## config.mk

```make
export PLATFORM = sky130hd
export DESIGN_NAME = sub_bcd_converter
export DESIGN_NICKNAME = d
export VERILOG_FILES = /design/src/rtl/sub_pkg.sv /design/src/rtl/bcd_digit_adj.sv /design/src/rtl/sub_bcd_converter.sv
export SDC_FILE = /design/constraint.sdc
export NUM_CORES = 1
export LEC_CHECK = 0
export ABC_CLOCK_PERIOD_IN_PS = 3900
export BUFFER_PORTS_ARGS = -buffer_cell sky130_fd_sc_hd__buf_4
export CORE_AREA = 2 2 70 72
export DETAILED_ROUTE_END_ITERATION = 10
export DIE_AREA = 0 0 72 74
export GPL_ROUTABILITY_DRIVEN = 0
export SLEW_MARGIN = 20
export SYNTH_ARGS = -nofsm -noshare
export SYNTH_HDL_FRONTEND = slang
export SYNTH_SLANG_ARGS = --single-unit
export TNS_END_PERCENT = 1
```

## constraint.sdc

```tcl
create_clock -name clk -period 3.9 [get_ports clk]
set_clock_uncertainty 0.15 [all_clocks]
set_input_delay 0.585 -clock clk [delete_from_list [all_inputs] [get_ports clk]]
set_output_delay 0.585 -clock clk [all_outputs]
set_load 0.005 [all_outputs]
```

## src/rtl/sub_pkg.sv

```systemverilog
// Shared types and constants for the subtractor display path.
package sub_pkg;

    typedef enum logic [1:0] {
        StIdle,
        StConvert,
        StDone
    } state_e;

    localparam int unsigned BCD_DIGIT_W = 4;
    localparam logic [BCD_DIGIT_W-1:0] ADD3_THRESH = 4'd5;

endpackage

```

## src/rtl/bcd_digit_adj.sv

```systemverilog
// Double-dabble digit correction: adds 3 to a BCD digit of 5 or more before the shift.
module bcd_digit_adj
    import sub_pkg::*;
(
    input  logic [BCD_DIGIT_W-1:0] din,
    output logic [BCD_DIGIT_W-1:0] dout
);

    always_comb begin
        dout = din;
        if (din >= ADD3_THRESH) begin
            dout = din + 4'd3;
        end
    end

endmodule

```

## src/rtl/sub_bcd_converter.sv

```systemverilog
// Signed difference to sign + packed BCD via sequential double dabble, valid/ready on both sides.
// Optional leading-zero blanking mask enabled by defining SUB_BCD_BLANK_EN.
module sub_bcd_converter
    import sub_pkg::*;
#(
    parameter int unsigned WIDTH  = 6,
    parameter int unsigned DIGITS = 2
) (
    input  logic                          clk,
    input  logic                          rst,
    input  logic                          in_valid,
    output logic                          in_ready,
    input  logic [WIDTH-1:0]              in_data,
    input  logic                          in_overflow,
    output logic                          out_valid,
    input  logic                          out_ready,
    output logic                          out_sign,
    output logic [BCD_DIGIT_W*DIGITS-1:0] out_bcd,
    output logic                          out_overflow,
    output logic [DIGITS-1:0]             out_blank
);

    localparam int unsigned BCD_W = BCD_DIGIT_W * DIGITS;
    localparam int unsigned CNT_W = $clog2(WIDTH + 1);
    localparam logic [CNT_W-1:0] CNT_LAST = CNT_W'(WIDTH - 1);

    state_e           state_q, state_d;
    logic [WIDTH-1:0] mag_q, mag_d, mag_shift;
    logic [BCD_W-1:0] acc_q, acc_d, acc_adj, acc_shift;
    logic [CNT_W-1:0] cnt_q, cnt_d;
    logic             sign_q, sign_d;
    logic             load, load_ovf;

    logic             res_sign_q, res_ovf_q;
    logic [BCD_W-1:0] res_bcd_q;

    for (genvar i = 0; i < DIGITS; i++) begin : g_adj
        bcd_digit_adj u_adj (
            .din  (acc_q[i*BCD_DIGIT_W +: BCD_DIGIT_W]),
            .dout (acc_adj[i*BCD_DIGIT_W +: BCD_DIGIT_W])
        );
    end

    assign {acc_shift, mag_shift} = {acc_adj, mag_q} << 1;

    always_comb begin
        state_d  = state_q;
        mag_d    = mag_q;
        acc_d    = acc_q;
        cnt_d    = cnt_q;
        sign_d   = sign_q;
        load     = 1'b0;
        load_ovf = 1'b0;
        unique case (state_q)
            StIdle: begin
                if (in_valid) begin
                    sign_d = in_data[WIDTH-1];
                    // Two's-complement negate in WIDTH bits: the most negative value maps to
                    // 2**(WIDTH-1), which is still representable unsigned.
                    mag_d  = in_data[WIDTH-1] ? (~in_data + 1'b1) : in_data;
                    acc_d  = '0;
                    cnt_d  = '0;
                    if (in_overflow) begin
                        state_d  = StDone;
                        load_ovf = 1'b1;
                    end else begin
                        state_d = StConvert;
                    end
                end
            end
            StConvert: begin
                acc_d = acc_shift;
                mag_d = mag_shift;
                cnt_d = cnt_q + 1'b1;
                if (cnt_q == CNT_LAST) begin
                    state_d = StDone;
                    load    = 1'b1;
                end
            end
            StDone: begin
                if (out_ready) begin
                    state_d = StIdle;
                end
            end
            default: state_d = StIdle;
        endcase
    end

    always_ff @(posedge clk or posedge rst) begin
        if (rst) begin
            state_q <= StIdle;
            mag_q   <= '0;
            acc_q   <= '0;
            cnt_q   <= '0;
            sign_q  <= 1'b0;
        end else begin
            state_q <= state_d;
            mag_q   <= mag_d;
            acc_q   <= acc_d;
            cnt_q   <= cnt_d;
            sign_q  <= sign_d;
        end
    end

    // Result registers only change when entering DONE, so they hold across IDLE/CONVERT.
    always_ff @(posedge clk or posedge rst) begin
        if (rst) begin
            res_sign_q <= 1'b0;
            res_bcd_q  <= '0;
            res_ovf_q  <= 1'b0;
        end else if (load) begin
            res_sign_q <= sign_q;
            res_bcd_q  <= acc_shift;
            res_ovf_q  <= 1'b0;
        end else if (load_ovf) begin
            res_sign_q <= 1'b0;
            res_bcd_q  <= '0;
            res_ovf_q  <= 1'b1;
        end
    end

`ifdef SUB_BCD_BLANK_EN
    logic [DIGITS-1:0] blank_q, blank_d;
    logic              lead;

    always_comb begin
        blank_d = blank_q;
        lead    = 1'b1;
        if (load_ovf) begin
            blank_d = '0;
            for (int i = 1; i < DIGITS; i++) begin
                blank_d[i] = 1'b1;
            end
        end else if (load) begin
            blank_d = '0;
            for (int i = DIGITS - 1; i >= 1; i--) begin
                if (lead && (acc_shift[i*BCD_DIGIT_W +: BCD_DIGIT_W] == '0)) begin
                    blank_d[i] = 1'b1;
                end else begin
                    lead = 1'b0;
                end
            end
        end
    end

    always_ff @(posedge clk or posedge rst) begin
        if (rst) begin
            blank_q <= '0;
        end else begin
            blank_q <= blank_d;
        end
    end

    assign out_blank = blank_q;
`else
    assign out_blank = '0;
`endif

    assign in_ready     = (state_q == StIdle);
    assign out_valid    = (state_q == StDone);
    assign out_sign     = res_sign_q;
    assign out_bcd      = res_bcd_q;
    assign out_overflow = res_ovf_q;

endmodule

```

==> results_dict.tcl <==
set metrics [dict create \
    outcome "finished clean" \
    path_class_of_the_lowest_slack_min_delay_path "in2async" \
    placement.setup.worst_slack_ns 1.98 \
    htreeDepth 2 \
    synth.lib_cells_used.distinct 33 \
    fin_ws_ns 1.93 \
    relSlewSlack_pct 60.6 \
    crit_arrival_ns 1.24 \
    post-synth-top-area-fraction_pct 49.5 \
    clk_latency_ns 0.28 \
    fmax_mhz 507 \
    initial_antenna_violation_count 0 \
    first_pass_grt_wire_length_mm 5.54 \
    static_leakage_nw 0.827 \
    worst-setup-path-type "reg2out" \
    fin_crit_sh_pct 50.6 \
    drc 0 \
    grt_util_all_layers_pct 13.6 \
    final_hpwl_dp_mm 2.18 \
    synth_flop_cell "sky130_fd_sc_hd__dfrtp_1" \
    cts_num_sinks 30 \
    synth.most_common_cell "sky130_fd_sc_hd__dfrtp_1" \
    max_cap_violations 0 \
    ir_drop_uv 316 \
    hold_ws_ns 0.227 \
    timing.critical_path.required_ns 3.16 \
    mappedNetlistArea_um2 1520 \
    setup_violations 0 \
    ys_async_sr_fraction_pct 100 \
    die_area_um2 5330 \
    postSynthAreaPerCell_um2 9.98 \
    drt_iter0_markers 57 \
    final_worst_path_period_need_ns 1.97 \
    cts_max_path_buffers 2 \
    placement.io_buffers 22 \
    antennaDiodeCount 0 \
    synth-adder-area-share_pct 5.78 \
    ctsResizeCount 0 \
    dieHeight_um 74 \
    clk_transition_reported_paths_ns 0.07 \
    number_of_global_route_vias_before_repair 1187 \
    slew_violations 0 \
    cts_buffers 5 \
    grt_start_max_net_pins 31 \
    drt.antenna.violating_nets 0 \
    fp.coreArea_um2 4600 \
    yosys_warnings 0 \
    synth_edf_count 0 \
    synth.largest_area_cell "sky130_fd_sc_hd__dfrtp_1" \
    synth-seq-cells 30 \
    cts_tree "yes" \
    synth.area.top_cells "sky130_fd_sc_hd__dfrtp_1 50%, sky130_fd_sc_hd__ha_1 5.8%, sky130_fd_sc_hd__o21ai_0 4.6%" \
    synth_compound_gate_area_share_pct 20.0 \
    main_combinational_cell_family_by_area_after_synthesis "compound AO/OA/AOI/OAI gates" \
    wl_per_cell_um 13.4 \
    max_slew.worst_pin.slew_ns 0.586 \
    layout-drive-gt1-share_pct 19.4 \
    count_of_buffers_added_by_post_cts_timing_repair_for_setup 0 \
    synth_simple_gate_area_share_pct 12.6 \
    post_synth_inst_count 152 \
    placementRows 25 \
    fp.dieW_um 72 \
    initial_standard_cell_utilization_of_the_core_pct 33.0 \
    viasPerCell 5.07 \
    vias 1162 \
    drt_pre_antenna_iters 4 \
    critPathMaxFanout 16 \
    end_kind "primary output" \
    synthXorXnorAreaFrac_pct 2.89 \
    cts_root_buffer "sky130_fd_sc_hd__clkbuf_8" \
    finish.net_count 193 \
    overflow 0 \
    setup_tns_ns 0 \
    top_level_ports 25 \
    power.density_nw_per_um2 658 \
    muxShareOfSynthArea_pct 3.63 \
    setup.worst_path.start_class "flip-flop" \
    grt_setup_unrepaired "false" \
    ys_seq_area_share_pct 49.5 \
    cts_hold_repair.buffers 0 \
    area.growth.synth_to_final_pct 18.5 \
    top_cell_types_by_occurrence_after_synthesis "30 x sky130_fd_sc_hd__dfrtp_1, 14 x sky130_fd_sc_hd__nand2_1, 14 x sky130_fd_sc_hd__o21ai_0" \
    final_hold_viol_count 0 \
    routed_wl_mm 3.08 \
]
## cells by family (layout without fill, tap and decap cells)
| kind of cell | count (synthesis) | after routing |
|---|---|---|
| fa+ha+maj | 7 | 7 |
| buf+inv | 18 | 40 |
| mux | 5 | 5 |
| simple gates | 40 | 40 |
| flops | 30 | 30 |
| xor+xnor | 5 | 5 |
| other cells | 1 | 2 |
| compound gates | 46 | 46 |
## flip-flops by register name, indices dropped and copies added, names as in the netlist
register / count
acc_q: 8
cnt_q: 3
mag_q: 6
out_bcd: 8
out_overflow: 1
out_sign: 1
sign_q: 1
state_q: 2
## path summary, 6_finish.rpt
kind	start	endpoint	slack (ns)	cells after the start
max in group asynchronous	rst	state_q[1]	3.10	3
setup reg to reg	state_q[0]	out_sign	2.03	3
setup / recovery	state_q[0]	out_valid	1.93	3
hold / removal	rst	acc_q[0]	0.23	3
min in group clk	out_bcd[4]	out_bcd[4]	0.33	2
hold reg to reg	out_bcd[4]	out_bcd[4]	0.33	2
## report_power, final
| group | internal (mW) | switching (mW) |
|---|---|---|
| combinational | 0.203 | 0.228 |
| clock | 0.119 | 0.116 |
| sequential | 0.410 | 0.106 |
| total | 0.732 | 0.450 |
## layout by cell type (no fill, tap or decap), types with 3 or more instances in the layout
master and count:
sky130_fd_sc_hd__clkbuf_8 5, sky130_fd_sc_hd__nand2_1 14, sky130_fd_sc_hd__a22oi_1 3, sky130_fd_sc_hd__a22o_1 7
sky130_fd_sc_hd__o21ai_0 14, sky130_fd_sc_hd__buf_4 23, sky130_fd_sc_hd__xnor2_1 4, sky130_fd_sc_hd__o22ai_1 4
sky130_fd_sc_hd__mux2_2 4, sky130_fd_sc_hd__nor3b_1 3, sky130_fd_sc_hd__ha_1 7, sky130_fd_sc_hd__nor2_1 11
sky130_fd_sc_hd__inv_1 10, sky130_fd_sc_hd__dfrtp_1 30, sky130_fd_sc_hd__a21oi_1 8, sky130_fd_sc_hd__nand2b_1 5
sky130_fd_sc_hd__o31ai_1 3
## per-layer routing
layer  vias to the layer above  wire length (µm)  global-route usage, %
met5                         -                 0                      0
met4                         0                57                   5.66
met3                         7               131                   3.25
met2                        29              1350                   21.2
met1                       548              1540                   18.3
li1                        578                 -                      -
## final cells by class
class,instances,area [µm²]
Tap cell,54,67.6
Sequential cell,30,751
Clock buffer,5,68.8
Multi-Input combinational cell,105,689
Timing Repair Buffer,23,173
Inverter,10,37.5
Clock inverter,2,10.0
Fill cell,469,2800
## worst max-delay path: stages (launching register included)
cell and delay [ns]:
sky130_fd_sc_hd__dfrtp_1 0.60, sky130_fd_sc_hd__nand2b_1 0.19, sky130_fd_sc_hd__inv_1 0.05, sky130_fd_sc_hd__buf_4 0.12
## per-stage QoR
stage          instance area, µm²  utilization, %  std cells  total power, mW
2_1_floorplan                1520               -        153            0.827
3_3_place_gp                 1720            37.4        222            0.951
3_5_place_dp                 1720            37.4        222            0.956
4_1_cts                      1800            39.1        229             1.20
5_1_grt                      1800            39.1        229             1.30
6_report                     1800            39.1        229             1.18
(Power assumes the default switching activity.)
